[src/rtl/mmio_write_bridge_pkg.sv]
// mmio_pkg: constants and types shared by the MMIO write bridge slice.
//   MMIO_REGION   - value of core_addr[31:28] that selects the MMIO window
//   STATUS_OFFSET - word offset of the status register inside the window
//   wbuf_entry_t  - posted-write FIFO entry {offset, data} at the default width
package mmio_pkg;

    localparam logic [3:0] MMIO_REGION   = 4'hF;
    localparam logic [7:0] STATUS_OFFSET = 8'h00;
    localparam int         MMIO_N        = 32;

    typedef struct packed {
        logic [7:0]        offset;
        logic [MMIO_N-1:0] data;
    } wbuf_entry_t;

endpackage

[src/rtl/mmio_write_bridge_if.sv]
// mmio_write_bridge_if: core, RAM and peripheral-bus signals of the bridge.
//   slave  - bridge view (drives RAM/peripheral/read data)
//   master - environment view (drives core strobe/address/data, RAM data, ready)
interface mmio_write_bridge_if #(
    parameter int N = 32
);
    logic         mem_we;
    logic [N-1:0] core_addr;
    logic [N-1:0] core_wdata;
    logic [N-1:0] core_rdata;
    logic [N-1:0] ram_addr;
    logic [N-1:0] ram_wdata;
    logic         ram_we;
    logic [N-1:0] ram_rdata;
    logic         per_valid;
    logic         per_ready;
    logic [7:0]   per_addr;
    logic [N-1:0] per_data;
    logic         wbuf_ovf;

    modport slave (
        input  mem_we, core_addr, core_wdata, ram_rdata, per_ready,
        output core_rdata, ram_addr, ram_wdata, ram_we,
               per_valid, per_addr, per_data, wbuf_ovf
    );

    modport master (
        output mem_we, core_addr, core_wdata, ram_rdata, per_ready,
        input  core_rdata, ram_addr, ram_wdata, ram_we,
               per_valid, per_addr, per_data, wbuf_ovf
    );
endinterface

[src/rtl/mmio_write_bridge_wbuf_fifo.sv]
// wbuf_fifo: posted-write FIFO (storage, wrapping pointers, occupancy count).
//   clk, rst         - clock, async active-low reset
//   push, push_data  - write an entry (caller guarantees not full unless pop)
//   pop              - remove the head (caller guarantees not empty)
//   head             - oldest entry
//   full, empty      - occupancy flags
//   count            - entries held, 0..DEPTH
module wbuf_fifo #(
    parameter int DEPTH = 4,
    parameter int W     = 40,
    parameter int CW    = $clog2(DEPTH) + 1
) (
    input  logic          clk,
    input  logic          rst,
    input  logic          push,
    input  logic [W-1:0]  push_data,
    input  logic          pop,
    output logic [W-1:0]  head,
    output logic          full,
    output logic          empty,
    output logic [CW-1:0] count
);
    localparam int AW = $clog2(DEPTH);

    logic [W-1:0]  mem [DEPTH];
    logic [AW-1:0] wptr;
    logic [AW-1:0] rptr;

    // DEPTH is a power of two, so the pointers wrap naturally.
    always_ff @(posedge clk or negedge rst) begin
        if (!rst) begin
            wptr  <= '0;
            rptr  <= '0;
            count <= '0;
        end else begin
            if (push) wptr <= wptr + 1'b1;
            if (pop)  rptr <= rptr + 1'b1;
            case ({push, pop})
                2'b10:   count <= count + 1'b1;
                2'b01:   count <= count - 1'b1;
                default: count <= count;
            endcase
        end
    end

    // Storage is not reset; count gates every use of it.
    always_ff @(posedge clk) begin
        if (push) mem[wptr] <= push_data;
    end

    assign head  = mem[rptr];
    assign full  = (count == CW'(DEPTH));
    assign empty = (count == '0);
endmodule

[src/rtl/mmio_write_bridge.sv]
// mmio_write_bridge: splits core stores between RAM and a posted MMIO write
// buffer draining onto a valid/ready peripheral bus; muxes read data.
//   clk  - single clock
//   rst  - async active-low reset
//   bus  - mmio_write_bridge_if.slave (core, RAM and peripheral signals)
// Build option: define MMIO_STATUS_EN to return {wbuf_ovf, count} on MMIO
// reads of the status offset; otherwise all MMIO reads return zero.
module mmio_write_bridge
    import mmio_pkg::*;
#(
    parameter int N     = 32,
    parameter int DEPTH = 4
) (
    input logic                clk,
    input logic                rst,
    mmio_write_bridge_if.slave bus
);
    localparam int ENTRY_W = 8 + N;
    localparam int CW      = $clog2(DEPTH) + 1;

    logic               is_mmio;
    logic               push_req;
    logic               push_en;
    logic               pop;
    logic               full;
    logic               empty;
    logic [CW-1:0]      count;
    logic [ENTRY_W-1:0] head;
    logic               ovf_q;
    logic               sel_q;
    logic [N-1:0]       mmio_word;

    assign is_mmio  = (bus.core_addr[31:28] == MMIO_REGION);
    assign push_req = bus.mem_we & is_mmio;
    assign pop      = bus.per_valid & bus.per_ready;
    // A full buffer still accepts a write when the head leaves the same cycle.
    assign push_en  = push_req & (~full | pop);

    assign bus.ram_addr  = bus.core_addr;
    assign bus.ram_wdata = bus.core_wdata;
    assign bus.ram_we    = bus.mem_we & ~is_mmio;

    wbuf_fifo #(
        .DEPTH (DEPTH),
        .W     (ENTRY_W),
        .CW    (CW)
    ) u_fifo (
        .clk       (clk),
        .rst       (rst),
        .push      (push_en),
        .push_data ({bus.core_addr[9:2], bus.core_wdata}),
        .pop       (pop),
        .head      (head),
        .full      (full),
        .empty     (empty),
        .count     (count)
    );

    assign bus.per_valid = ~empty;
    assign bus.per_addr  = head[ENTRY_W-1 -: 8];
    assign bus.per_data  = head[N-1:0];

    always_ff @(posedge clk or negedge rst) begin
        if (!rst) begin
            ovf_q <= 1'b0;
        end else if (push_req && full && !pop) begin
            ovf_q <= 1'b1;
        end
    end

    assign bus.wbuf_ovf = ovf_q;

    // Read source is registered so MMIO reads share the RAM's one-cycle latency.
    always_ff @(posedge clk or negedge rst) begin
        if (!rst) sel_q <= 1'b0;
        else      sel_q <= is_mmio;
    end

`ifdef MMIO_STATUS_EN
    logic       stat_q;
    logic [4:0] count5;

    always_ff @(posedge clk or negedge rst) begin
        if (!rst) stat_q <= 1'b0;
        else      stat_q <= (bus.core_addr[9:2] == STATUS_OFFSET);
    end

    assign count5    = 5'(count);
    assign mmio_word = stat_q ? N'({ovf_q, 26'b0, count5}) : '0;
`else
    assign mmio_word = '0;
`endif

    assign bus.core_rdata = sel_q ? mmio_word : bus.ram_rdata;
endmodule
[src/flat_wrapper.sv]
// flat-port wrapper written by rule: the top's interface ports become plain ports
module mmio_write_bridge_flat import mmio_pkg::*;
#(
    parameter int N     = 32,
    parameter int DEPTH = 4
)
  (clk, rst, bus_mem_we, bus_core_addr, bus_core_wdata, bus_ram_rdata, bus_per_ready, bus_core_rdata, bus_ram_addr, bus_ram_wdata, bus_ram_we, bus_per_valid, bus_per_addr, bus_per_data, bus_wbuf_ovf);
  mmio_write_bridge_if #(.N(N)) bus_i ();
  input logic clk;
  input logic rst;
  input wire logic [$bits(bus_i.mem_we)-1:0] bus_mem_we;
  input wire logic [$bits(bus_i.core_addr)-1:0] bus_core_addr;
  input wire logic [$bits(bus_i.core_wdata)-1:0] bus_core_wdata;
  input wire logic [$bits(bus_i.ram_rdata)-1:0] bus_ram_rdata;
  input wire logic [$bits(bus_i.per_ready)-1:0] bus_per_ready;
  output wire logic [$bits(bus_i.core_rdata)-1:0] bus_core_rdata;
  output wire logic [$bits(bus_i.ram_addr)-1:0] bus_ram_addr;
  output wire logic [$bits(bus_i.ram_wdata)-1:0] bus_ram_wdata;
  output wire logic [$bits(bus_i.ram_we)-1:0] bus_ram_we;
  output wire logic [$bits(bus_i.per_valid)-1:0] bus_per_valid;
  output wire logic [$bits(bus_i.per_addr)-1:0] bus_per_addr;
  output wire logic [$bits(bus_i.per_data)-1:0] bus_per_data;
  output wire logic [$bits(bus_i.wbuf_ovf)-1:0] bus_wbuf_ovf;
  assign bus_i.mem_we = bus_mem_we;
  assign bus_i.core_addr = bus_core_addr;
  assign bus_i.core_wdata = bus_core_wdata;
  assign bus_i.ram_rdata = bus_ram_rdata;
  assign bus_i.per_ready = bus_per_ready;
  assign bus_core_rdata = bus_i.core_rdata;
  assign bus_ram_addr = bus_i.ram_addr;
  assign bus_ram_wdata = bus_i.ram_wdata;
  assign bus_ram_we = bus_i.ram_we;
  assign bus_per_valid = bus_i.per_valid;
  assign bus_per_addr = bus_i.per_addr;
  assign bus_per_data = bus_i.per_data;
  assign bus_wbuf_ovf = bus_i.wbuf_ovf;
  mmio_write_bridge #(.N(N), .DEPTH(DEPTH)) u_core (.clk(clk), .rst(rst), .bus(bus_i));
endmodule
[config.mk]
export PLATFORM = sky130hd
export DESIGN_NAME = mmio_write_bridge_flat
export DESIGN_NICKNAME = d
export VERILOG_FILES = /design/src/rtl/mmio_write_bridge_pkg.sv /design/src/rtl/mmio_write_bridge_if.sv /design/src/rtl/mmio_write_bridge_wbuf_fifo.sv /design/src/rtl/mmio_write_bridge.sv /design/src/flat_wrapper.sv
export SDC_FILE = /design/constraint.sdc
export NUM_CORES = 1
export LEC_CHECK = 0
export ABC_CLOCK_PERIOD_IN_PS = 2400
export BUFFER_PORTS_ARGS = -buffer_cell sky130_fd_sc_hd__buf_2
export CAP_MARGIN = 25
export CORE_ASPECT_RATIO = 0.5
export CORE_MARGIN = 2
export CORE_UTILIZATION = 46
export CTS_CLUSTER_SIZE = 14
export DETAILED_ROUTE_END_ITERATION = 10
export PLACE_DENSITY_LB_ADDON = 0.08
export SETUP_SLACK_MARGIN = 0.5
export SLEW_MARGIN = 20
export SYNTH_ARGS = -nofsm -noshare
export SYNTH_HDL_FRONTEND = slang
export SYNTH_SLANG_ARGS = --single-unit
[constraint.sdc]
create_clock -name clk -period 2.4 [get_ports clk]
set_clock_uncertainty 0.05 [all_clocks]
set_input_delay 0.48 -clock clk [delete_from_list [all_inputs] [get_ports clk]]
set_output_delay 0.48 -clock clk [all_outputs]
set_load 0.02 [all_outputs]
=== Yosys cells after proc, flatten, opt, wreduce, memory -nomap -nowiden ===
Memories as Yosys holds them, arrays and structs flattened.
Cells that the tools add are included.

* Bits in registers: 9
* Bits in writable memories: 160
* Input port bits: 100
* Output and inout port bits: 139
* Logic and storage cells: 31
* Memories kept: 1

* Add/sub/neg operators: 4
* Eq/ne operators: 4
* Muxes and demuxes: 4
* Bitwise operators: 8
* Reductions and logical operators: 5

{| class="wikitable"
|+ Memories
! memory !! words !! bits a word !! rd ports !! clocked after memory_dff !! wr ports !! line !! source
|-
| u_core.u_fifo.mem || 4 || 40 || 1 || 0 || 1 || mmio_write_bridge_wbuf_fifo.sv:25 || <nowiki>logic [W-1:0] mem [DEPTH];</nowiki>
|}

{| class="wikitable"
|+ Operators by type and width
! kind !! number
|-
| $mux 32 || 1
|-
| $pmux 3 s2 || 1
|-
| $add 2x1->2 const B || 2
|-
| $and 1x1->1 || 4
|-
| $eq 4x4->1 const B || 1
|-
| $add 3x1->3 const B || 1
|-
| $eq 3x3->1 const B || 1
|-
| $logic_not 3->1 || 1
|-
| $not 1->1 || 3
|-
| $sub 3x1->3 const B || 1
|-
| $eq 2x1->1 const B || 1
|-
| $eq 2x2->1 const B || 1
|-
| $logic_and 1x1->1 || 2
|-
| $mux 1 || 2
|-
| $reduce_bool 2->1 || 1
|-
| $logic_not 1->1 || 1
|-
| $or 1x1->1 || 1
|}

=== Depth between registers and ports, before layout ===
Gate-level depths: netlist (run 1).

* Depth after elaboration: 7
* Mapped depth: 9
* Gate-level depth less buffers: 8

=== Hierarchy ===
From an unflattened synthesis (run 1), not the netlist that was laid out.

* Cell total of the unflattened synthesis: 356
* Area total of the unflattened synthesis: 7023.0 sq um

{| class="wikitable"
|+ By module, submodules not included
! module !! times used !! cells each !! area each (sq um) !! sequential area each (sq um)
|-
| wbuf_fifo || 1 || 247 || 6222.2 || 4979.8
|-
| mmio_write_bridge || 1 || 109 || 800.8 || 50.0
|}

=== Worst setup path before layout (run 1) ===
No wires, ideal clock.

* Kind: input-to-reg
* From: input port bus_core_addr[30]
* To: memory u_core.u_fifo.mem[0][0] (enable)
* Library setup time: 0.401 ns
* Data arrival time: 2.098 ns
* Data required time: 1.949 ns
* Slack: -0.149 ns
* Stages on the path: 5
* Buffers on the path: 1
* Path through: and4_4 buf_6 nand2_1 nor2_2 and2_1

* Longest elaborated chain between the ends: 5

{| class="wikitable"
|+ Ends and longest elaborated chain
! element !! line !! source
|-
| start: declaration || flat_wrapper.sv:12 || <nowiki>input wire logic [$bits(bus_i.core_addr)-1:0] bus_core_addr;</nowiki>
|-
| $eq 4x4->1 || mmio_write_bridge.sv:33 || <nowiki>assign is_mmio = (bus.core_addr[31:28] == MMIO_REGION);</nowiki>
|-
| net u_core.is_mmio || mmio_write_bridge.sv:21 || <nowiki>logic is_mmio;</nowiki>
|-
| $and 1x1->1 || mmio_write_bridge.sv:34 || <nowiki>assign push_req = bus.mem_we & is_mmio;</nowiki>
|-
| $and 1x1->1 || mmio_write_bridge.sv:37 || <nowiki>assign push_en = push_req & (~full | pop);</nowiki>
|-
| $mux 1 || mmio_write_bridge_wbuf_fifo.sv:48 || <nowiki>if (push) mem[wptr] <= push_data;</nowiki>
|-
| $mux 1 (implied by the code) || mmio_write_bridge_wbuf_fifo.sv:48 ||
|-
| end: declaration || mmio_write_bridge_wbuf_fifo.sv:25 ||
|}

The timed path passes the listed nets, and every way through them passes these cells.

=== Final worst setup path (run 1) ===
* From: register u_core.u_fifo.rptr[0]
* To: output port bus_per_data[15]

* Longest elaborated chain between the ends: 1

{| class="wikitable"
|+ Ends and longest elaborated chain
! element !! line !! source
|-
| start: declaration || mmio_write_bridge_wbuf_fifo.sv:27 || <nowiki>logic [AW-1:0] rptr;</nowiki>
|-
| start signal: assignment || mmio_write_bridge_wbuf_fifo.sv:37 || <nowiki>if (pop) rptr <= rptr + 1'b1;</nowiki>
|-
| $mem_v2 4x40 || -- ||
|-
| end: declaration || flat_wrapper.sv:22 || <nowiki>output wire logic [$bits(bus_i.per_data)-1:0] bus_per_data;</nowiki>
|}

Every way passes these cells.

==> key figures, run 1 <==
STA
  • Worst-margin pin slew: 0.374 ns
  • Fmax: 419 MHz
  • Setup TNS: 0 ns
  • Unrepaired setup endpoints after global routing: yes
  • Min cycle time layout: 2.38 ns
  • Setup WS post-layout: 0.0157 ns
  • Final Hold Viols: 0
  • Final setup viols: 0
  • Hold WS: 0.238 ns
  • Relative slew slack: 75.1%
  • Slew Limit Fails: 0
  • Final Cycle Share: 99.3%

Floorplanning
  • DIE AREA: 16400 sq um
  • Vert. Die Dim: 91.7 um
  • Core area: 14700 sq um
  • I/O Pins: 239
  • Die X: 179 um
  • Starting density of the core: 48.0%
  • Cell row count: 31

Pwr
  • Total Power: 9.60 mW
  • Worst VDD drop: 0.555 mV
  • Pwr per Cell Area: 1030 nW/um^2
  • LEAKAGE: 3.56 nW

Critical path
  • Cell with the largest stage delay on the worst path: mux4_2
  • CP peak stage delay: 0.54 ns
  • Critical path class: reg2out
  • Worst EP arrival: 1.85 ns
  • Worst path cell trace: buf_12 -> mux4_2 -> buf_2
  • Critical path's top delay family: multiplexers
  • Crit path required time: 1.87 ns
  • Crit Path Max Fanout: 12
  • Buffers & Inverters on Critical Path: 2
  • Crit path launch type: register
  • CP endpoint kind: output port

Detailed routing
  • Final ANT Viol Nets: 0
  • Detailed Routing Iterations Pass 1: 4
  • DR WL/cell: 21.3 um
  • Vias: 3819
  • DR vias/cell: 5.13
  • # DRC: 0
  • Initial drt markers: 180
  • Drt total wl: 15900 um

Global routing
  • Vias in the first global route: 3804
  • Initial antenna violation count: 2
  • Overflow after GRT: 0
  • First-pass GRT wire length: 22600 um
  • Total track usage: 19.2%
  • Largest net degree at the start of global routing: 21

Finish
  • Layout cells sized above 1: 62.9%
  • # nets final: 637
  • Filler Cell Count: 1081
  • Post-route cell area: 9300 sq um
  • Multi-input gate area: 1720 sq um
  • P&R area growth vs syn: 31.5%
  • Reg area: 5040 sq um

Clock tree
  • Clk slew on worst S/H paths: 0.07 ns
  • CTS tree: yes
  • Clock Path Buffers: 2
  • Root Driver: clkbuf_16
  • CTS Sinks: 169
  • Clk Latency, worst-skew pair: 0.42 ns
  • CTS Buf Count: 17
  • H-tree depth: 4

Placed design
  • Placer's final routability congestion estimate: 0.826
  • Area post-placement: 7860 sq um
  • Pre-CTS setup slack: 0.150 ns
  • Final HPWL DP: 9670 um
  • # port buffers: 198

Flow run
  • MaxCap Viol Count: 0

Yosys
  • Cell count after synthesis: 369
  • Syn_nets: 474
  • XOR/XNOR Fraction of Synth Area: 0.601%
  • Ys flop type: edfxtp_1
  • Number of synthesized register bits: 169
  • Synth async-reset ratio: 5.33%
  • Avg Cell Area, Syn: 19.2 sq um
  • Compound-Gate Fraction of Synth Area: 1.36%
  • Sequential fraction of the synthesis area: 71.1%
  • Post-synthesis cell area: 7070 sq um
  • Synth warn: 0
  • Main combinational cell family by area after synthesis: multiplexers
  • Simple-gate share of the synthesized area: 4.71%
  • Post-synthesis mux area share: 13.0%
  • Number of synthesized flops with an enable pin: 160
  • Adder-Cell Fraction of Synth Area: 0.991%
  • Synth cell types: 38

Outcome
  • Status: complete, no violations

Min path
  • Path category of the worst min-delay check: in2reg
-- placed cells by master, fill, tap and decap left out, types with 3 or more instances in the layout --
| cell type | instances |
|---|---|
| edfxtp_1 | 160 |
| buf_2 | 135 |
| buf_6 | 56 |
| mux4_2 | 40 |
| nor2b_4 | 23 |
| clkbuf_16 | 20 |
| buf_4 | 18 |
| nor2b_1 | 10 |
| and2_4 | 9 |
| inv_6 | 6 |
| inv_1 | 4 |
| ha_1 | 4 |
| inv_8 | 4 |
| buf_12 | 4 |
| dfrtp_1 | 4 |
| dfrtp_4 | 3 |
-- cell usage after synthesis, drive strengths merged (2+ instances only) --
library cell,number,share of area [%]
clkbuf,4,0.21
a211oi,2,0.21
edfxtp,160,68
buf,75,7.7
dfrtp,9,3.2
ha,4,0.71
xnor2,3,0.48
a21oi,3,0.21
and2,5,0.48
nand3,2,0.14
nand2,4,0.21
mux4,40,13
nor2,3,0.19
nor2b,33,2.9
inv,5,0.27
-- per-layer routing --
layer  up-vias  share of wire (%)  global-route usage [%]
met5         -                  0                       0
met1      1938                 42                    25.5
met2       167                 50                    31.8
met4         0                1.0                    6.32
li1       1700                  -                       -
met3        14                6.7                    4.06
-- final timing paths --
path                                              from                       to  slack, ns  cells after the start
worst max-delay path             u_core.u_fifo.rptr[0]         bus_per_data[15]       0.02                      3
worst min-delay path                 bus_core_wdata[8]  u_core.u_fifo.mem[3][8]       0.24                      1
worst max register to register  u_core.u_fifo.count[2]   u_core.u_fifo.count[1]       0.52                      7
worst min register to register     u_core.bus.wbuf_ovf      u_core.bus.wbuf_ovf       0.48                      1
max in group asynchronous                          rst    u_core.u_fifo.rptr[0]       1.69                      2
min in group asynchronous                          rst      u_core.bus.wbuf_ovf       0.39                      2
-- flip-flops by register name (all words and copies together) (netlist names) --
| name | count |
|---|---|
| u_core.bus.wbuf_ovf | 1 |
| u_core.u_fifo.rptr | 2 |
| u_core.u_fifo.mem | 160 |
| u_core.u_fifo.count | 3 |
| u_core.u_fifo.wptr | 2 |
| u_core.sel_q | 1 |
-- where the power goes --
group / switching [mW] / total (mW) / internal (mW) / leakage [nW]
Sequential: 0.157 / 3.50 / 3.34 / 1.55
Clock: 1.22 / 2.71 / 1.49 / 0.290
Combinational: 1.62 / 3.39 / 1.78 / 1.72
-- layout make-up --
class                      count  share of cell area, %
inverter                       5                  0.242
sequential                   169                   54.2
tap                          198                   2.66
antenna                        2                 0.0538
clock inverter                15                   1.82
multi-input combinational    120                   18.5
timing repair buffer         219                   17.9
clock buffer                  17                   4.58
-- worst register-to-register path: stages, from the launching register on --
cell and delay, ns:
dfrtp_1 0.39, buf_6 0.14, nor2_4 0.13, a21oi_4 0.08
nand2_2 0.08, fa_2 0.45, a211o_1 0.25, a221oi_2 0.21
-- metrics by stage --
step,cells,util [%]
global route,745,63.1
CTS,737,61.2
global placement,693,53.3
floorplan,369,-
finish,745,63.1
detailed placement,693,53.3
-- repair_timing --
action / 4_1_cts / 5_1_grt
hold buffers: 1 / 0
setup buffers: 6 / 3
endpoints found under the hold margin: 9 / 0
pin swaps: 6 / 0
resized for setup: 136 / 46
setup endpoints to repair: 235 / 76
gates cloned: 5 / 3
-- cells by family after synthesis --
group / count (synthesis)
DFF: 169
adders and majority gates: 5
xor gates and xnor gates: 4
buffers and inverters: 84
AOI/OAI and AO/OA: 12
and+or+nand+nor: 53
muxes: 42
Power figures use the tool's default switching activity.
==> run 2, diff against run 1 <==
--- a/config.mk
+++ b/config.mk
@@ -5,6 +5,7 @@
 export SDC_FILE = /design/constraint.sdc
 export NUM_CORES = 1
 export LEC_CHECK = 0
+export ABC_AREA = 1
 export ABC_CLOCK_PERIOD_IN_PS = 2400
 export BUFFER_PORTS_ARGS = -buffer_cell sky130_fd_sc_hd__buf_2
 export CAP_MARGIN = 25
==> key figures, run 2 <==
Outcome
  • Status: complete, no violations

Floorplanning
  • Vert. Die Dim: 92.2 um
  • I/O Pins: 239
  • Cell row count: 32
  • DIE AREA: 16600 sq um
  • Core area: 15300 sq um
  • Die X: 180 um
  • Starting density of the core: 46.8%

Detailed routing
  • Vias: 4879
  • DR vias/cell: 5.07
  • DR WL/cell: 19.9 um
  • Detailed Routing Iterations Pass 1: 4
  • Final ANT Viol Nets: 0
  • # DRC: 0
  • Initial drt markers: 226
  • Drt total wl: 19100 um

Clock tree
  • CTS tree: yes
  • Clk slew on worst S/H paths: 0.07 ns
  • Clk Latency, worst-skew pair: 0.42 ns
  • H-tree depth: 4
  • Root Driver: clkbuf_16
  • CTS Sinks: 169
  • Clock Path Buffers: 2
  • CTS Buf Count: 17

Finish
  • # nets final: 848
  • Most common cell after layout, fill and taps aside: edfxtp_1
  • Top Registers: u_core.u_fifo.mem (160), u_core.u_fifo.count (3)
  • P&R area growth vs syn: 39.2%
  • Reg area: 5040 sq um
  • Max reg flops: 160
  • Largest reg by FF count: u_core.u_fifo.mem
  • Multi-input gate area: 1920 sq um
  • Filler Cell Count: 1139
  • Layout cells sized above 1: 49.5%
  • Commonest cells after routing, fill and taps aside: edfxtp_1, buf_2, nor2_1

STA
  • Hold WS: 0.226 ns
  • Slew Limit Fails: 0
  • Final Cycle Share: 90.6%
  • Unrepaired setup endpoints after global routing: yes
  • Relative slew slack: 76.2%
  • Min cycle time layout: 2.17 ns
  • Worst-margin pin slew: 0.357 ns
  • Final setup viols: 0
  • Final Hold Viols: 0
  • Setup TNS: 0 ns
  • Fmax: 460 MHz

Pwr
  • Worst VDD drop: 0.788 mV
  • Total Power: 11.3 mW
  • Seq pwr share: 30.3%
  • Cell Int Power: 7.05 mW
  • Sw Share: 37.4%
  • Logic pwr share: 45.6%
  • Pwr per Cell Area: 1130 nW/um^2
  • Clk pwr share: 24.0%
  • LEAKAGE: 3.89 nW
  • Net Sw Power: 4.21 mW

Yosys
  • Syn_nets: 685
  • Number of synthesized flops with an enable pin: 160
  • Cell taking the most area after synthesis: edfxtp_1
  • Synth top area share: 67.1%
  • Ranking of synthesized cells by area: edfxtp_1, buf_4, nor2_1
  • Sequential fraction of the synthesis area: 70.3%
  • Synth warn: 0
  • Most frequent cell after synthesis: edfxtp_1
  • Synth cell types: 23
  • Synth cell count leaders: edfxtp_1, nor2_1, buf_4
  • Avg Cell Area, Syn: 12.3 sq um
  • Post-synthesis cell area: 7160 sq um
  • Ys flop type: edfxtp_1
  • Cell count after synthesis: 580
  • Synth async-reset ratio: 5.33%
  • Number of synthesized register bits: 169

Global routing
  • Initial antenna violation count: 1
  • Overflow after GRT: 0
  • Largest net degree at the start of global routing: 46
  • First-pass GRT wire length: 24900 um
  • Total track usage: 20.0%
  • Vias in the first global route: 4351

Placed design
  • Final HPWL DP: 10600 um
  • Placer's final routability congestion estimate: 0.787
  • # port buffers: 198

Critical path
  • CP endpoint kind: output port
  • R2R setup slack: 0.68 ns
  • Worst EP arrival: 1.64 ns
  • Crit path required time: 1.87 ns
  • Worst-case reg-to-reg path depth: 6
  • Critical path class: reg2out
  • Worst reg2reg startpoint: u_core.u_fifo.count[2]
  • Crit Path Max Fanout: 6
  • Reg-to-Reg End: u_core.u_fifo.mem[0][30]
  • Crit path launch type: register

Min path
  • Hold Path End: u_core.u_fifo.mem[3][19]
  • Worst hold stages: 1
  • Path category of the worst min-delay check: in2reg
  • Hold_sp: bus_core_wdata[19]

Flow run
  • MaxCap Viol Count: 0
## run 2: kinds of logic (layout without fill, tap and decap cells)
kind of cell,count (synthesis),in the layout,synth area share [%]
buffers and inverters,138,314,10.9
AND/OR/NAND/NOR,141,141,8.08
AO/OA/AOI/OAI,124,124,9.41
other,0,2,0
flip-flops,169,169,70.3
adder cells (fa/ha/maj),5,5,0.979
XOR/XNOR,3,3,0.367
## run 2: power groups by stage
stage	clock [mW]	combinational [mW]	sequential (mW)
floorplan	0	2.33	3.45
global placement	0	3.36	3.46
detailed placement	0	3.38	3.46
CTS	2.75	3.86	3.41
global route	2.88	5.46	3.43
finish	2.71	5.14	3.42
## run 2: critical path, stage by stage, from the launching register on
cell	delay, ns
dfrtp_2	0.44
buf_8	0.17
clkbuf_16	0.17
o21ai_2	0.06
o22ai_1	0.20
buf_4	0.18
## run 2: final cells by class
type | count | share of cell area (%)
clock buffers | 18 | 4.31
multi-input cells | 273 | 19.3
well taps | 204 | 2.56
flip-flops and latches | 169 | 50.5
diodes | 2 | 0.0502
clock inverters | 14 | 1.53
repair buffers | 236 | 19.9
inverters | 46 | 1.78
## run 2: worst max-delay path by stage
stage | startpoint | end | slack, ns | depth (start not counted)
finish | u_core.u_fifo.rptr[0] | bus_per_addr[0] | 0.23 | 5
detailed placement | bus_core_addr[30] | u_core.u_fifo.mem[0][4] | 0.42 | 6
CTS | u_core.u_fifo.rptr[0] | bus_per_data[21] | 0.19 | 5
floorplan | bus_core_addr[30] | u_core.u_fifo.mem[0][0] | 0.41 | 4
global placement | bus_core_addr[30] | u_core.u_fifo.mem[0][6] | 0.42 | 6
global route | u_core.u_fifo.rptr[0] | bus_per_addr[2] | 0.17 | 5
## run 2: metrics by stage
stage	instances	setup slack [ns]	instance area (sq um)	util, %
final	962	0.226	9960	65.1
after global routing	962	0.170	9960	65.1
after CTS	944	0.194	8880	58.1
after detailed placement	907	0.416	8030	52.5
after global placement	907	0.423	8030	52.5
after floorplan	580	0.408	7210	-
## run 2: repair_timing
item                                   CTS  global route
pin swaps                                2            51
setup buffers                            2             3
gates resized for setup                 55           248
endpoints found under the hold margin    9             0
hold buffers                             1             0
cloned                                   2            13
setup endpoints to repair               72            71
## run 2: metal layers
metal | part of all wire [%] | global-route usage, %
met1 | 43 | 27.6
met4 | 1.3 | 6.38
met3 | 5.5 | 4.45
met2 | 50 | 32.0
met5 | 0 | 0
